==> src/rtl/zpc_mem_pkg.sv <==
// Shared definitions for the two-master main-memory arbiter: FSM encoding and port indices.
package zpc_mem_pkg;
    localparam logic [1:0] ST_IDLE  = 2'd0;
    localparam logic [1:0] ST_ISSUE = 2'd1;
    localparam logic [1:0] ST_WAIT  = 2'd2;

    typedef enum logic [1:0] {
        S_IDLE  = ST_IDLE,
        S_ISSUE = ST_ISSUE,
        S_WAIT  = ST_WAIT
    } state_e;

    localparam logic P_CPU = 1'b0;
    localparam logic P_AUX = 1'b1;
endpackage

==> src/rtl/rr_arb2.sv <==
// Combinational two-way picker: lone requester wins; on a tie either the port
// that did not win last time (round-robin) or the CPU port (fixed priority).
module rr_arb2 import zpc_mem_pkg::*; (
    input  logic [1:0] req_i,
    input  logic       last_i,
    input  logic       rr_en_i,
    output logic       gnt_idx_o
);
    always_comb begin
        gnt_idx_o = P_CPU;
        if (req_i == 2'b10)
            gnt_idx_o = P_AUX;
        else if (req_i == 2'b11 && rr_en_i)
            gnt_idx_o = ~last_i;
    end
endmodule

==> src/rtl/mem_arbiter.sv <==
// Shares a single-port memory between CPU (port 0) and an auxiliary master (port 1),
// one transaction in flight, all outputs registered.
module mem_arbiter import zpc_mem_pkg::*; #(
    parameter int AW      = 32,
    parameter int DW      = 32,
    parameter int MEM_LAT = 1,
    parameter int RR      = 1
) (
    input  logic          clk,
    input  logic          rst,
    input  logic          m0_req,
    input  logic          m0_we,
    input  logic [AW-1:0] m0_addr,
    input  logic [DW-1:0] m0_wdata,
    output logic          m0_gnt,
    output logic          m0_rvalid,
    output logic [DW-1:0] m0_rdata,
    input  logic          m1_req,
    input  logic          m1_we,
    input  logic [AW-1:0] m1_addr,
    input  logic [DW-1:0] m1_wdata,
    output logic          m1_gnt,
    output logic          m1_rvalid,
    output logic [DW-1:0] m1_rdata,
    output logic          mem_rd,
    output logic          mem_wr,
    output logic [AW-1:0] mem_addr,
    output logic [DW-1:0] mem_wdata,
    input  logic [DW-1:0] mem_rdata
);
    if (MEM_LAT < 1) begin : g_bad_lat
        $error("mem_arbiter: MEM_LAT must be >= 1");
    end

    localparam int CW = (MEM_LAT < 1) ? 1 : $clog2(MEM_LAT + 1);

    state_e        state_q, state_d;
    logic          last_q, last_d;
    logic          win_q, win_d;
    logic          we_q, we_d;
    logic [CW-1:0] cnt_q, cnt_d;
    logic [1:0]    gnt_q, gnt_d;
    logic [1:0]    rvalid_q, rvalid_d;
    logic          rd_q, rd_d, wr_q, wr_d;
    logic [AW-1:0] addr_q, addr_d;
    logic [DW-1:0] wdata_q, wdata_d;
    logic [DW-1:0] rdata0_q, rdata0_d, rdata1_q, rdata1_d;
    logic [1:0]    req;
    logic          pick;

    assign req = {m1_req, m0_req};

    rr_arb2 u_arb (
        .req_i     (req),
        .last_i    (last_q),
        .rr_en_i   (RR != 0),
        .gnt_idx_o (pick)
    );

    always_comb begin
        state_d  = state_q;
        last_d   = last_q;
        win_d    = win_q;
        we_d     = we_q;
        cnt_d    = cnt_q;
        addr_d   = addr_q;
        wdata_d  = wdata_q;
        rdata0_d = rdata0_q;
        rdata1_d = rdata1_q;
        gnt_d    = 2'b00;
        rvalid_d = 2'b00;
        rd_d     = 1'b0;
        wr_d     = 1'b0;
        unique case (state_q)
            S_IDLE: if (|req) begin
                // Winner's fields go straight into the output registers so the
                // strobe, address and grant all appear together in ISSUE.
                state_d     = S_ISSUE;
                last_d      = pick;
                win_d       = pick;
                we_d        = pick ? m1_we    : m0_we;
                addr_d      = pick ? m1_addr  : m0_addr;
                wdata_d     = pick ? m1_wdata : m0_wdata;
                gnt_d[pick] = 1'b1;
                rd_d        = ~we_d;
                wr_d        = we_d;
            end
            S_ISSUE: begin
                state_d = S_WAIT;
                cnt_d   = CW'(MEM_LAT);
            end
            S_WAIT: begin
                if (cnt_q == CW'(1)) begin
                    state_d         = S_IDLE;
                    rvalid_d[win_q] = 1'b1;
                    if (!we_q) begin
                        if (win_q) rdata1_d = mem_rdata;
                        else       rdata0_d = mem_rdata;
                    end
                end else begin
                    cnt_d = cnt_q - CW'(1);
                end
            end
            default: state_d = S_IDLE;
        endcase
    end

    always_ff @(posedge clk or negedge rst) begin
        if (!rst) begin
            state_q  <= S_IDLE;
            last_q   <= P_AUX;
            win_q    <= P_CPU;
            we_q     <= 1'b0;
            cnt_q    <= '0;
            gnt_q    <= 2'b00;
            rvalid_q <= 2'b00;
            rd_q     <= 1'b0;
            wr_q     <= 1'b0;
            addr_q   <= '0;
            wdata_q  <= '0;
            rdata0_q <= '0;
            rdata1_q <= '0;
        end else begin
            state_q  <= state_d;
            last_q   <= last_d;
            win_q    <= win_d;
            we_q     <= we_d;
            cnt_q    <= cnt_d;
            gnt_q    <= gnt_d;
            rvalid_q <= rvalid_d;
            rd_q     <= rd_d;
            wr_q     <= wr_d;
            addr_q   <= addr_d;
            wdata_q  <= wdata_d;
            rdata0_q <= rdata0_d;
            rdata1_q <= rdata1_d;
        end
    end

    assign m0_gnt    = gnt_q[0];
    assign m1_gnt    = gnt_q[1];
    assign m0_rvalid = rvalid_q[0];
    assign m1_rvalid = rvalid_q[1];
    assign m0_rdata  = rdata0_q;
    assign m1_rdata  = rdata1_q;
    assign mem_rd    = rd_q;
    assign mem_wr    = wr_q;
    assign mem_addr  = addr_q;
    assign mem_wdata = wdata_q;
endmodule

==> config.mk <==
export PLATFORM = sky130hd
export DESIGN_NAME = mem_arbiter
export DESIGN_NICKNAME = d
export VERILOG_FILES = /design/src/rtl/zpc_mem_pkg.sv /design/src/rtl/rr_arb2.sv /design/src/rtl/mem_arbiter.sv
export SDC_FILE = /design/constraint.sdc
export NUM_CORES = 1
export LEC_CHECK = 0
export CAP_MARGIN = 10
export CORE_ASPECT_RATIO = 1.2
export CORE_MARGIN = 4
export CORE_UTILIZATION = 43
export DETAILED_ROUTE_END_ITERATION = 12
export PLACE_DENSITY = 0.95
export REMOVE_ABC_BUFFERS = 1
export SYNTH_ARGS = -nofsm -noshare
export SYNTH_HDL_FRONTEND = slang
export SYNTH_SLANG_ARGS = --single-unit
==> constraint.sdc <==
create_clock -name clk -period 3.65 [get_ports clk]
set_clock_uncertainty 0.2 [all_clocks]
set_input_delay 0.9125 -clock clk [delete_from_list [all_inputs] [get_ports clk]]
set_output_delay 0.9125 -clock clk [all_outputs]
set_load 0.1 [all_outputs]
# Word level (Yosys, flattened, before mapping)

Cells that the tools add are included.

$lt $le $gt $ge: 4
$add $sub $neg: 1
Mux-type cells: 22
Divide/modulo/power cells: 0
Equal/unequal tests: 6
Shift-type cells: 0
Bitwise gates (word level): 4
Reductions and logical operators: 9
Multipliers: 0

Operators by type and width:

| operator              | count |
|---|---|
| $mux W32              | 2 |
| $mux W2               | 6 |
| $mux W1               | 10 |
| $reduce_and A4 Y1     | 2 |
| $eq A2 B2 Y1 const B  | 3 |
| $pmux W2 S3           | 1 |
| $lt A1 B2 Y1 const B  | 2 |
| $ne A2 B2 Y1 const B  | 2 |
| $not A1 Y1            | 4 |
| $reduce_and A2 Y1     | 2 |
| $demux W1 S1          | 2 |
| $eq A2 B1 Y1 const B  | 1 |
| $ge A1 B1 Y1 const B  | 2 |
| $logic_and A1 B1 Y1   | 2 |
| $logic_not A2 Y1      | 1 |
| $pmux W1 S2           | 1 |
| $reduce_bool A2 Y1    | 1 |
| $reduce_or A2 Y1      | 1 |
| $sub A1 B1 Y1 const B | 1 |

Bits in read-only memories: 0
Input bits: 166
Memory bits (writable): 0
Output and inout bits: 134
Bits in registers: 140
Bits in latches: 0
Logic and storage cells: 59
Memories: 0

# Logic depth before layout (Yosys ltp)

Depth in word-level cells: 9
Gate-level depth with buffers: 7
Depth with buffers taken out: 5

# Hierarchy

Synthesis repeated with hierarchy kept, for this count alone.

Cell total of the unflattened synthesis: 460
Area total of the unflattened synthesis: 5829.3 µm²

By module, submodules not included:

| module      | cells an instance | seq. area each (µm²) | times used | area each (µm²) |
|---|---|---|---|---|
| mem_arbiter | 458               | 3504.6               | 1          | 5815.6 |
| rr_arb2     | 2                 | 0.0                  | 1          | 13.8 |

# Worst setup path before layout

OpenSTA, ideal clock, no wires.

Kind: in2reg
From: input port m0_req
To: register wdata_q[10], in the netlist mem_wdata[10]
Required time: 3324 ps
Stages on the path: 6
Arrival: 1886 ps
Setup slack: 1438 ps
Buffers on the path: 3
Library setup time: 126 ps
Cells stage by stage: buf_2 -> a21bo_2 -> buf_6 -> buf_6 -> and3_1 -> a221o_1

Cells in the longest elaborated chain, start to end: 4
Elaborated cells between the ends (all ways): 7
Classes of those cells: 2 x eq/ne; 3 x mux; 2 x reduce/logical

RTL lines:

| item                 | RTL line           | RTL |
|---|---|---|
| from (decl)          | mem_arbiter.sv:11  | `input logic m0_req,` |
| $eq A2 B2 Y1         | rr_arb2.sv:13      | `else if (req_i == 2'b11 && rr_en_i)` |
| $mux W1              | rr_arb2.sv:13      |  |
| $mux W1              | rr_arb2.sv:11      | `if (req_i == 2'b10)` |
| $mux W32             | mem_arbiter.sv:83  | `wdata_d = pick ? m1_wdata : m0_wdata;` |
| to (signal assigned) | mem_arbiter.sv:134 | `wdata_q <= wdata_d;` |
| to (decl)            | mem_arbiter.sv:46  | `logic [DW-1:0] wdata_q, wdata_d;` |

Parallel ways exist; a longest one is shown, timed or not.
A chain may end at the register's enable or synchronous reset.

# Worst setup path after layout

From: input port m0_req
To: register wdata_q[18], in the netlist mem_wdata[18]

The elaborated chain is that of the path after synthesis.

==> results.py <==
metrics = {
    "floorplanning": {
        "ios": 300,
        "initial_core_util": 0.446,
        "die_h_um": 134,
        "die_w_um": 113,
        "die-area_mm2": 0.0152,
        "rows": 45,
        "core_region_area_mm2": 0.0128,
    },
    "synthesis": {
        "syn_area_per_cell_um2": 12.4,
        "ys_types": 28,
        "synth_flop_cell": "dfrtp_1",
        "ys_seq_area_frac": 0.613,
        "syn_inst": 462,
        "synthArstFlopShare": 1.00,
        "synth_area_mm2": 0.00572,
        "synth_seq_cells": 140,
        "synth_top_area_frac": 0.608,
        "yosys-top-cells-area": "dfrtp_1 (61%), mux2_2 (11%), a21oi_1 (5.9%)",
        "ys_warn_count": 0,
        "synth_area_leader_cell": "dfrtp_1",
        "synth_edf_count": 0,
    },
    "sta": {
        "hold_violations": 0,
        "period_share": 0.742,
        "setup_viol": 0,
        "period_needed_ns": 2.71,
        "slew_violations": 0,
        "setup_tns_ns": 0,
        "fmax_mhz": 369,
        "tightest_slew_ns": 0.710,
        "rsz0062_at_grt": "no",
        "relSlewSlack": 0.526,
    },
    "job": {
        "drv_cap": 0,
    },
    "cts": {
        "hold_buffers": 0,
        "post_cts_buffers": 0,
        "clk_latency_ns": 0.39,
        "cts.path.max_buffers": 2,
        "cts_resized": 0,
        "cts_tree": "done",
        "cts.sinks": 140,
        "cts_buffers": 17,
        "clock-root-buffer": "clkbuf_16",
        "clk_pin_slew_ns": 0.06,
        "htreeDepth": 4,
    },
    "grt": {
        "antenna_found_initial": 0,
        "grt_pass1_wl_um": 27000,
        "grt_usage": 0.222,
        "grt_overflow": 0,
        "grt_pass1_vias": 5365,
        "grt_max_degree": 82,
    },
    "critical_path": {
        "cp.required_ns": 3.77,
        "crit_arrival_ns": 2.83,
        "worstSetupStartpointType": "input port",
        "worstPathMaxFanout": 33,
        "path_delay_family": "buffers and inverters",
        "critPathCaptureType": "flop",
        "cp_slowest_stage_delay_ns": 0.64,
        "crit_slowest_cell": "clkdlybuf4s50_1",
        "crit_buf_inv": 3,
        "critPathKind": "input port to flop",
        "cp_common_cell": "buf_4",
        "cp_cell_sequence": "clkdlybuf4s50_1 -> o21a_2 -> buf_4 -> buf_4 -> nor2_1 -> a21oi_1",
    },
    "final_layout": {
        "layout.nets": 922,
        "area_delta_synth_final_pct": 58.4,
        "stdcell_count": 930,
        "nFillCells": 846,
        "n_antenna_cell": 0,
        "layout_commonest_cell": "clkdlybuf4s50_1",
        "drive_gt1_frac": 0.312,
        "layout_common_cells": "clkdlybuf4s50_1 (164), buf_4 (141), dfrtp_1 (139), a21oi_1 (67), mux2_2 (58)",
    },
    "drt": {
        "vias": 4932,
        "ant_nets": 0,
        "first_pass_iters": 5,
        "wl_per_cell_um": 18.3,
        "drt_wl_total_um": 17000,
        "drc": 0,
        "routed_via_density": 5.30,
        "drt_iter0_drc": 292,
    },
    "placed_design": {
        "gp_congestion": 0.850,
        "dp_hpwl_um": 12900,
        "dp_cells": 898,
        "portBuffers": 299,
    },
    "worst_hold_path": {
        "hold_class": "flop to flop",
    },
    "status": {
        "status": "finished, final reports clean",
    },
}
flip-flops by register name, summed over array words and instances (netlist names), 2 cells and up:
signal,cells
gnt_q,2
m0_rdata,32
m1_rdata,32
mem_addr,32
mem_wdata,32
rvalid_q,2
state_q,2
path summary, 6_finish.rpt:
| path | start | to | slack (ns) | cells past startpoint |
|---|---|---|---|---|
| worst max register to register | state_q[0] | mem_wdata[18] | 1.29 | 7 |
| min in group asynchronous | rst | m1_rdata[12] | 0.35 | 1 |
| worst min-delay path | m0_rdata[5] | m0_rdata[5] | 0.29 | 1 |
| worst max-delay path | m0_req | mem_wdata[18] | 0.94 | 6 |
| max in group asynchronous | rst | mem_addr[23] | 2.15 | 2 |
| worst min register to register | m0_rdata[5] | m0_rdata[5] | 0.29 | 1 |
per-layer routing:
metal,global-route usage,up-vias,wire length [um]
met5,0,-,0
met4,0.0842,0,439
met3,0.0569,36,1380
met2,0.384,294,8610
met1,0.266,2364,6600
li1,-,2238,-
cell type report:
cell class / count / area, um^2 / area share
clock buffer: 19 / 433 / 0.0478
clock inverter: 13 / 143 / 0.0157
inverter: 2 / 7.51 / 0.000828
multi-input combinational: 284 / 2020 / 0.223
sequential: 140 / 3500 / 0.387
tap: 164 / 205 / 0.0226
timing repair buffer: 308 / 2750 / 0.304
synth_stat cells, drive strengths merged, types with 2 or more instances:
library cell / n
mux2: 65
a221o: 32
nand2: 33
clkbuf: 11
dfrtp: 139
buf: 25
inv: 2
nor2: 37
and2: 2
and3: 33
a21oi: 67
ha: 3
cell families (layout without fill, tap and decap cells):
family / Yosys count / count (layout) / synth area share
AOI/OAI and AO/OA: 106 / 106 / 0.125
muxes: 66 / 66 / 0.130
and+or+nand+nor: 109 / 109 / 0.0892
adders and majority gates: 3 / 3 / 0.00656
DFF: 140 / 140 / 0.613
buffers and inverters: 38 / 342 / 0.0374
metrics by stage:
step           cell area [um^2]  hold slack [ns]  setup slack (ns)  utilization
2_1_floorplan              5520            0.256             0.710            -
3_3_place_gp               8490            0.269             0.599        0.661
3_5_place_dp               8490            0.279             0.528        0.661
4_1_cts                    9060            0.291             0.954        0.706
5_1_grt                    9060            0.305             0.777        0.706
6_report                   9060            0.290             0.943        0.706
Power is not shown: default switching activity piles up to over one toggle a cycle in this logic, so the estimate is an artifact.
